===== config.mk =====
export PLATFORM = sky130hd
export DESIGN_NAME = led_pwm_fader
export DESIGN_NICKNAME = d
export VERILOG_FILES = /design/src/rtl/led_pwm_fader.sv
export SDC_FILE = /design/constraint.sdc
export NUM_CORES = 1
export LEC_CHECK = 0
export CORE_ASPECT_RATIO = 0.5
export CORE_UTILIZATION = 54
export CTS_CLUSTER_SIZE = 8
export DETAILED_ROUTE_END_ITERATION = 12
export PLACE_DENSITY = 0.75
export SKIP_CTS_REPAIR_TIMING = 1
export SYNTH_ARGS = -nofsm -noshare
export SYNTH_HDL_FRONTEND = slang
export SYNTH_SLANG_ARGS = --single-unit

===== constraint.sdc =====
create_clock -name clock -period 6.1 [get_ports clock]
set_input_delay 1.22 -clock clock [delete_from_list [all_inputs] [get_ports clock]]
set_output_delay 1.22 -clock clock [all_outputs]
set_load 0.005 [all_outputs]

===== src/rtl/led_pwm_fader.sv =====
// Per-channel afterglow fader with global brightness cap driving one shared PWM.
// Latency: pattern_in -> pattern_q 1 cycle, level changes on fade ticks, duty takes effect at the next PWM period.
// No backpressure: a free-running stream consumer; enable=0 freezes all state and blanks the outputs.
module led_pwm_fader #(
    parameter int N_LED     = 8,
    parameter int PWM_BITS  = 8,
    parameter int TICK_DIV  = 1024,
    parameter int STEP_UP   = 255,
    parameter int STEP_DOWN = 16
) (
    input  logic                clock,
    input  logic                reset,
    input  logic                enable,
    input  logic [N_LED-1:0]    pattern_in,
    input  logic [PWM_BITS-1:0] brightness,
    output logic [N_LED-1:0]    pwm_out,
    output logic                period_start,
    output logic                active
);

    localparam int PS_W = (TICK_DIV > 1) ? $clog2(TICK_DIV) : 1;
    localparam int PW   = 2 * PWM_BITS + 1;
    localparam logic [PS_W-1:0]     PS_LAST  = PS_W'(TICK_DIV - 1);
    localparam logic [PWM_BITS-1:0] CNT_LAST = PWM_BITS'((1 << PWM_BITS) - 2);
    localparam logic [PWM_BITS:0]   LVL_MAX  = (PWM_BITS + 1)'((1 << PWM_BITS) - 1);
    localparam logic [PWM_BITS:0]   UP       = (PWM_BITS + 1)'(STEP_UP);
    localparam logic [PWM_BITS:0]   DOWN     = (PWM_BITS + 1)'(STEP_DOWN);

    logic [N_LED-1:0]    pattern_q;
    logic [PS_W-1:0]     prescaler;
    logic [PWM_BITS-1:0] pwm_cnt;
    logic [PWM_BITS-1:0] level    [N_LED];
    logic [PWM_BITS-1:0] duty_q   [N_LED];
    logic [PWM_BITS-1:0] duty_new [N_LED];
    logic [PWM_BITS-1:0] duty_eff [N_LED];
    logic                tick;
    logic                any_lit;

    function automatic logic [PWM_BITS-1:0] fade(input logic [PWM_BITS-1:0] lvl, input logic lit);
        logic [PWM_BITS:0] wide;
        wide = {1'b0, lvl};
        if (lit) begin
            wide = wide + UP;
            if (wide > LVL_MAX)
                wide = LVL_MAX;
        end else begin
            wide = (wide >= DOWN) ? wide - DOWN : '0;
        end
        return wide[PWM_BITS-1:0];
    endfunction

    function automatic logic [PWM_BITS-1:0] scale(input logic [PWM_BITS-1:0] lvl,
                                                  input logic [PWM_BITS-1:0] cap);
        logic [PW-1:0] prod;
        prod = PW'(lvl) * (PW'(cap) + PW'(1));
        return PWM_BITS'(prod >> PWM_BITS);
    endfunction

    assign tick = enable && (prescaler == PS_LAST);

    // At the period boundary the freshly computed duty drives the compare directly,
    // so the first cycle of a period already uses that period's duty.
    always_comb begin
        any_lit = 1'b0;
        for (int i = 0; i < N_LED; i++) begin
            duty_new[i] = scale(level[i], brightness);
            duty_eff[i] = (pwm_cnt == '0) ? duty_new[i] : duty_q[i];
            if (level[i] != '0)
                any_lit = 1'b1;
        end
    end

    always_ff @(posedge clock or posedge reset) begin
        if (reset) begin
            pattern_q    <= '0;
            prescaler    <= '0;
            pwm_cnt      <= '0;
            pwm_out      <= '0;
            period_start <= 1'b0;
            active       <= 1'b0;
            for (int i = 0; i < N_LED; i++) begin
                level[i]  <= '0;
                duty_q[i] <= '0;
            end
        end else begin
            active <= any_lit;
            if (enable) begin
                pattern_q    <= pattern_in;
                prescaler    <= (prescaler == PS_LAST) ? '0 : prescaler + 1'b1;
                pwm_cnt      <= (pwm_cnt == CNT_LAST) ? '0 : pwm_cnt + 1'b1;
                period_start <= (pwm_cnt == '0);
                for (int i = 0; i < N_LED; i++) begin
                    if (tick)
                        level[i] <= fade(level[i], pattern_q[i]);
                    if (pwm_cnt == '0)
                        duty_q[i] <= duty_new[i];
                    pwm_out[i] <= (duty_eff[i] > pwm_cnt);
                end
            end else begin
                pwm_out      <= '0;
                period_start <= 1'b0;
            end
        end
    end

endmodule


==> metrics.md, run 1 <==
| Metric | Value |
|---|---|
| Status | finished with violations |
| Failing checks | setup timing |
| Total number of yosys warnings | 0 |
| Post-route cell area | 0.0323 mm^2 |
| Ys async rst share | 100% |
| Post-route DRC | 0 |
| Vias per cell | 5.96 |
| Die height | 160 um |
| Count leader, synth | inv_1 |
| Clock buffer count from CTS | 17 |
| Top FF cell, synth | dfrtp_1 |
| Total GRT Usage | 30.9% |
| Syn Area/Cell | 8.67 um^2 |
| Core Rows | 57 |
| Post-synthesis sequential area ratio | 15.1% |
| Max cap viols | 0 |
| Vias | 24000 |
| Worst-path maximum fanout | 8 |
| WS Path Type | in -> reg |
| NumNets Final | 4063 |
| HPWL Detailed | 57200 um |
| Top cells by count, synth | inv_1, ha_1, fa_1 |
| Starting density of the core | 55.3% |
| Final Max Tran Viols | 0 |
| CTS tree | done |
| Worst setup SP type | primary input |
| Max IR drop VDD | 204 uV |
| Final worst-path cycle share | 107% |
| Post-Route WL | 80100 um |
| Synthesized Nets | 3820 |
| Period minus WS final | 6.51 ns |
| Worst-path clk slew | 0.08 ns |
| Share of cells above drive strength 1 | 18.6% |
| Syn-to-layout area delta | 19.3% |
| Flops & latches, synth | 164 |
| Max Freq | 0.154 GHz |
| Synth area leader | fa_1 |
| Worst-margin pin slew | 1.17 ns |
| Hold Vio Cnt, Final | 0 |
| Post-synthesis cell count | 3124 |
| Pin count of the biggest net entering global routing | 81 |
| Fin util | 66.0% |
| Final worst slack | -0.408 ns |
| Post-synth top area share | 23.6% |
| Buffers on Ports | 28 |
| Die width | 319 um |
| RSZ-0062 raised after global routing | yes |
| Root buf cell | clkbuf_16 |
| Initial antenna violation count | 0 |
| Skew-Pair Late Insertion Delay | 0.49 ns |
| Vias in the first global route | 24000 |
| Mean routed wirelength per cell | 19.9 um |
| H-tree levels | 4 |
| Post-synth EDFFs | 0 |
| Worst clock skew | 0.0189 ns |
| Hold crit path type | reg -> reg |
| Final GP Congestion | 0.922 |
| Iteration count of the initial detailed-routing pass | 6 |
| Power per standard cell area | 182 mW/mm^2 |
| I/O Pins | 29 |
| Mapped Area | 0.0271 mm^2 |
| Die area | 0.0511 mm^2 |
| Setup Viol. Count Final | 8 |
| Total clock sinks | 164 |
| Unique masters post-synth | 74 |
| Ranking of synthesized cells by area | fa_1, ha_1, dfrtp_1 |
| Detailed router's first-iteration violation count | 2252 |
| Critical Path AT | 6.89 ns |
| First-pass GRT wire length | 124000 um |
| Setup TNS | -2.60 ns |
| LEAKAGE | 16.5 nW |
| DRT antenna net count | 0 |
| Total power | 5.87 mW |
| Clock buffer depth | 2 |
| Placement Cell Area | 0.0303 mm^2 |
| Total gr overflow | 0 |
| Core area | 0.0490 mm^2 |
| Setup crit end kind | flop |
| CP required | 6.48 ns |
| Worst rel slew slack | 22.1% |
## state kept, by name, indices dropped and copies added, names as in the netlist
name	count
period_start	1
pwm_out	8
duty_q	64
active	1
pattern_q	8
prescaler	10
pwm_cnt	8
level	64
## final timing paths
check | endpoint | from | slack (ns) | depth (start not counted)
worst min-delay path | prescaler[8]$_DFFE_PP0P_ | prescaler[8]$_DFFE_PP0P_ | 0.47 | 1
min in group asynchronous | period_start$_DFF_PP0_ | reset | 1.17 | 2
worst min register to register | prescaler[8]$_DFFE_PP0P_ | prescaler[8]$_DFFE_PP0P_ | 0.47 | 1
max in group asynchronous | pwm_cnt[5]$_DFFE_PP0P_ | reset | 3.81 | 3
worst max-delay path | pwm_out[1]$_DFF_PP0_ | brightness[1] | -0.41 | 26
worst max register to register | pwm_out[5]$_DFF_PP0_ | level[20]$_DFFE_PP0P_ | 0.44 | 19
## report_power, final
group,internal (mW),switching [mW]
logic,1.50,1.76
clock network,0.579,0.567
registers,1.28,0.186
## per-layer routing
metal	GRT usage [%]	vias up	wire length, um
met1	41.3	11900	32500
met3	7.79	223	8150
met4	10.2	0	2890
li1	-	10800	-
met2	49.2	1129	36500
met5	0	-	0
## area by class of cell
type                            instances  area, um^2
Antenna cell                            1        2.50
Multi-Input combinational cell       2374       21900
Timing Repair Buffer                  379        3340
Inverter                              431        1630
Sequential cell                       164        4100
Clock buffer                           18         439
Clock inverter                         13         124
Tap cell                              649         812
Fill cell                            3680       16700
## critical path, cell delays in order
cell      delay (ns)
buf_8           0.09
ha_4            0.19
nand3_4         0.13
xnor2_4         0.19
buf_6           0.16
buf_12          0.14
and2_4          0.15
fa_1            0.54
inv_2           0.04
fa_1            0.51
inv_2           0.04
fa_1            0.49
fa_1            0.53
ha_4            0.30
nand2_2         0.04
or3_4           0.36
o211ai_1        0.28
a31oi_2         0.17
xnor2_1         0.17
mux2_4          0.28
ha_4            0.22
a21o_1          0.17
a21o_1          0.16
a21oi_2         0.11
o21ai_1         0.07
o211a_1         0.12
## placed cells by master (no fill, tap or decap), types with 19 or more instances in the layout
cell type	instances
inv_1	410
ha_1	337
fa_1	312
nand2_1	310
buf_4	304
nor2_1	244
and2_1	196
dfrtp_1	164
o21ai_0	82
a21oi_1	76
xnor2_1	56
mux2_2	48
nand4_1	44
nand3_1	44
nor2b_1	38
a21o_1	35
nor3_1	32
nand2b_1	32
nor4_1	32
o31ai_1	28
xor2_1	26
buf_12	23
buf_6	23
and3_1	22
nor3b_1	20
a21oi_2	19
clkbuf_16	19
clkdlybuf4s50_1	19
## per-stage QoR
| stage | hold WS [ns] | worst slack, ns | instances |
|---|---|---|---|
| final | 0.467 | -0.408 | 4029 |
| after global routing | 0.493 | -0.567 | 4028 |
| after CTS | 0.474 | -1.07 | 3975 |
| after detailed placement | 0.465 | -1.55 | 3944 |
| after global placement | 0.455 | -1.44 | 3944 |
| after floorplan | 0.439 | -0.585 | 3124 |
## logic make-up (layout without fill, tap and decap cells)
group / count (synthesis) / count (layout) / synth area share, %
AOI/OAI and AO/OA: 423 / 423 / 10.5
muxes: 57 / 57 / 2.33
buffers and inverters: 586 / 841 / 8.18
and+or+nand+nor: 1120 / 1120 / 20.6
DFF: 164 / 164 / 15.1
xor gates and xnor gates: 97 / 97 / 3.14
adders and majority gates: 677 / 677 / 40.1
other: 0 / 1 / 0
No activity file was read; power rests on OpenSTA's default activity.
==> run 2: changes to the inputs <==
PLACE_DENSITY = 0.78   (was 0.75)
SKIP_LAST_GASP = 1   (was default)
clock period = 5.9 ns   (was 6.1 ns; I/O delays follow)
==> run 2 against run 1 <==
Effect of this change:
- the flow still finishes with violations (setup timing)
- clock power is essentially flat
- utilization fell by 0.11 points
- critical path depth did not move
- design area is 0.16% lower
- register-to-register slack lost 0.14 ns
- global-route usage increased by 0.67 points
- worst hold slack better by 0.0037 ns
- highest routed layer is now met5
==> metrics.md, run 2 (synthesis results as in run 1) <==
| Metric | Value |
|---|---|
| Status | finished with violations |
| Failing checks | setup timing |
| Fin cells | 4035 (+0.15%) |
| Clock buffer count from CTS | 17 (unchanged) |
| Final Max Tran Viols | 0 (unchanged) |
| Fillers | 3576 (-2.8%) |
| Die height | 160 um (unchanged) |
| Register area | 0.00410 mm^2 (unchanged) |
| Worst R2R Setup Slack | 0.30 ns (-0.14 ns) |
| Final GP Congestion | 0.930 (+0.93%) |
| Syn-to-layout area delta | 19.1% |
| Busiest grt layer | met2 |
| Dpl cells | 3943 (-0.025%) |
| Slowest stage delay, CP | 0.59 ns (+0.05 ns) |
| M1 GR Usage | 40.9% (-0.40 points) |
| DRT antenna net count | 0 (unchanged) |
| Dpl ws | -1.71 ns (-0.165 ns) |
| Met3 GRT Util | 6.75% (-1.0 points) |
| Max cap viols | 0 (unchanged) |
| Met2 Use GR | 51.9% (+2.7 points) |
| Worst clock skew | 0.0189 ns (-0.0000591 ns) |
| Setup crit end kind | flop |
| Setup Viol. Count Final | 8 (unchanged) |
| Post-route cell area | 0.0323 mm^2 (-0.16%) |
| Total GRT Usage | 31.6% (+0.67 points) |
| Final worst slack | -0.681 ns (-0.273 ns) |
| Max Freq | 0.152 GHz |
| Commonest non-fill, non-tap cell in the layout | inv_1 |
| Clock buffer depth | 2 (unchanged) |
| Setup TNS | -4.19 ns (-1.59 ns) |
| Commonest cells after routing, fill and taps aside | inv_1, ha_1, fa_1 |
| Vias | 24200 (+0.65%) |
| Worst rel slew slack | 23.0% (+0.96 points) |
| Final worst-path cycle share | 112% |
| Die width | 319 um (unchanged) |
| Hold crit path type | reg -> reg |
| Multi-input gate area | 0.0217 mm^2 (-0.71%) |
| NumNets Final | 4067 (+0.098%) |
| Root buf cell | clkbuf_16 |
| Pin count of the biggest net entering global routing | 95 (+17%) |
| Die area | 0.0511 mm^2 (unchanged) |
| Worst path depth | 26 (unchanged) |
| Vias per cell | 5.99 (+0.50%) |
| Core area | 0.0490 mm^2 (unchanged) |
| Worst reg2reg startpoint | level[50]$_DFFE_PP0P_ |
| Buffers on Ports | 28 (unchanged) |
| Power per standard cell area | 185 mW/mm^2 (+1.9%) |
| HPWL Detailed | 58000 um (+1.5%) |
| WS Path Type | in -> reg |
| Worst-path maximum fanout | 5 (-3) |
| CP required | 6.27 ns (-0.21 ns) |
| Max IR drop VDD | 216 uV (+5.5%) |
| Vias in the first global route | 24500 (+2.2%) |
| Placement Cell Area | 0.0303 mm^2 (about the same) |
| Core Rows | 57 (unchanged) |
| Worst-path clk slew | 0.08 ns (about the same) |
| Total gr overflow | 0 (unchanged) |
| Period minus WS final | 6.58 ns |
| H-tree levels | 4 (unchanged) |
| Hold Vio Cnt, Final | 0 (unchanged) |
| Top Registers | duty_q x64, level x64, prescaler x10 |
| CP top delay family | adder cells |
| Starting density of the core | 55.3% (unchanged) |
| Initial antenna violation count | 5 (+5) |
| Start point of the critical path | brightness[1] |
| WHS | 0.471 ns (+0.00370 ns) |
| Total clock sinks | 164 (unchanged) |
| Detailed router's first-iteration violation count | 2384 (+5.9%) |
| Iteration count of the initial detailed-routing pass | 8 (+2) |
| Share of cells above drive strength 1 | 17.8% (-0.77 points) |
| Mean routed wirelength per cell | 20.6 um (+3.6%) |
| RSZ-0062 raised after global routing | yes |
| First-pass GRT wire length | 127000 um (+2.4%) |
| Critical Path AT | 6.95 ns (+0.06 ns) |
| I/O Pins | 29 (unchanged) |
| Buf/Inv on CP | 6 (+1) |
| LEAKAGE | 16.5 nW (about the same) |
| Slowest cell on the critical path | fa_2 |
| Worst setup SP type | primary input |
| Worst R2R Path Depth | 20 (+1) |
| CP endpoint | pwm_out[1]$_DFF_PP0_ |
| Post-route DRC | 0 (unchanged) |
| Hold wc startpoint | prescaler[8]$_DFFE_PP0P_ |
| Skew-Pair Late Insertion Delay | 0.48 ns (about the same) |
| Worst R2R End | pwm_out[1]$_DFF_PP0_ |
| Post-Route WL | 83000 um (+3.7%) |
| Worst-margin pin slew | 1.15 ns (-0.0144 ns) |
| CTS tree | done |
run 2: cell type report:
class | count | share of cell area (%)
antenna | 2 | 0.0155
clock buffer | 20 | 1.35
clock inverter | 12 | 0.380
inverter | 431 | 5.04
multi-input combinational | 2374 | 67.3
sequential | 164 | 12.7
tap | 649 | 2.52
timing repair buffer | 383 | 10.7
run 2: how the worst min path moves through the flow:
stage | to | cells past startpoint | slack (ns)
4_1_cts | prescaler[8]$_DFFE_PP0P_ | 1 | 0.47
3_3_place_gp | prescaler[8]$_DFFE_PP0P_ | 1 | 0.46
6_report | prescaler[8]$_DFFE_PP0P_ | 1 | 0.47
3_5_place_dp | prescaler[8]$_DFFE_PP0P_ | 1 | 0.46
5_1_grt | prescaler[8]$_DFFE_PP0P_ | 1 | 0.49
2_1_floorplan | prescaler[8]$_DFFE_PP0P_ | 1 | 0.44
run 2: through the flow:
stage / util (%) / total power, mW
after floorplan: - / 3.29
after global placement: 61.8 / 4.31
after detailed placement: 61.8 / 4.45
after CTS: 62.9 / 5.64
after global routing: 65.9 / 6.36
final: 65.9 / 5.97
run 2: worst register-to-register path, cell delays in order (launching register included):
cell and delay [ns]:
dfrtp_1 0.58, and2_1 0.26, fa_1 0.51, inv_2 0.04, fa_1 0.47, inv_1 0.05
fa_1 0.48, fa_1 0.53, ha_4 0.30, nand2_1 0.04, or3_4 0.38, o211ai_1 0.29
a31oi_2 0.20, xnor2_2 0.18, mux2_4 0.28, ha_4 0.24, a21o_1 0.18, a21o_1 0.16
a21oi_2 0.10, o21ai_1 0.08, o211a_1 0.13
run 2: report_power, final:
| part | internal, mW | total, mW | switching, mW |
|---|---|---|---|
| logic | 1.48 | 3.27 | 1.79 |
| clock network | 0.592 | 1.18 | 0.588 |
| registers | 1.33 | 1.52 | 0.191 |
| total | 3.40 | 5.97 | 2.57 |
run 2: metal layers:
metal / share of wire, % / routed length [um] / vias to the layer above
li1: - / - / 10800
met4: 5.5 / 4570 / 2
met2: 45 / 37700 / 1217
met1: 39 / 32400 / 11900
met3: 10 / 8310 / 324
met5: 0.012 / 10 / -
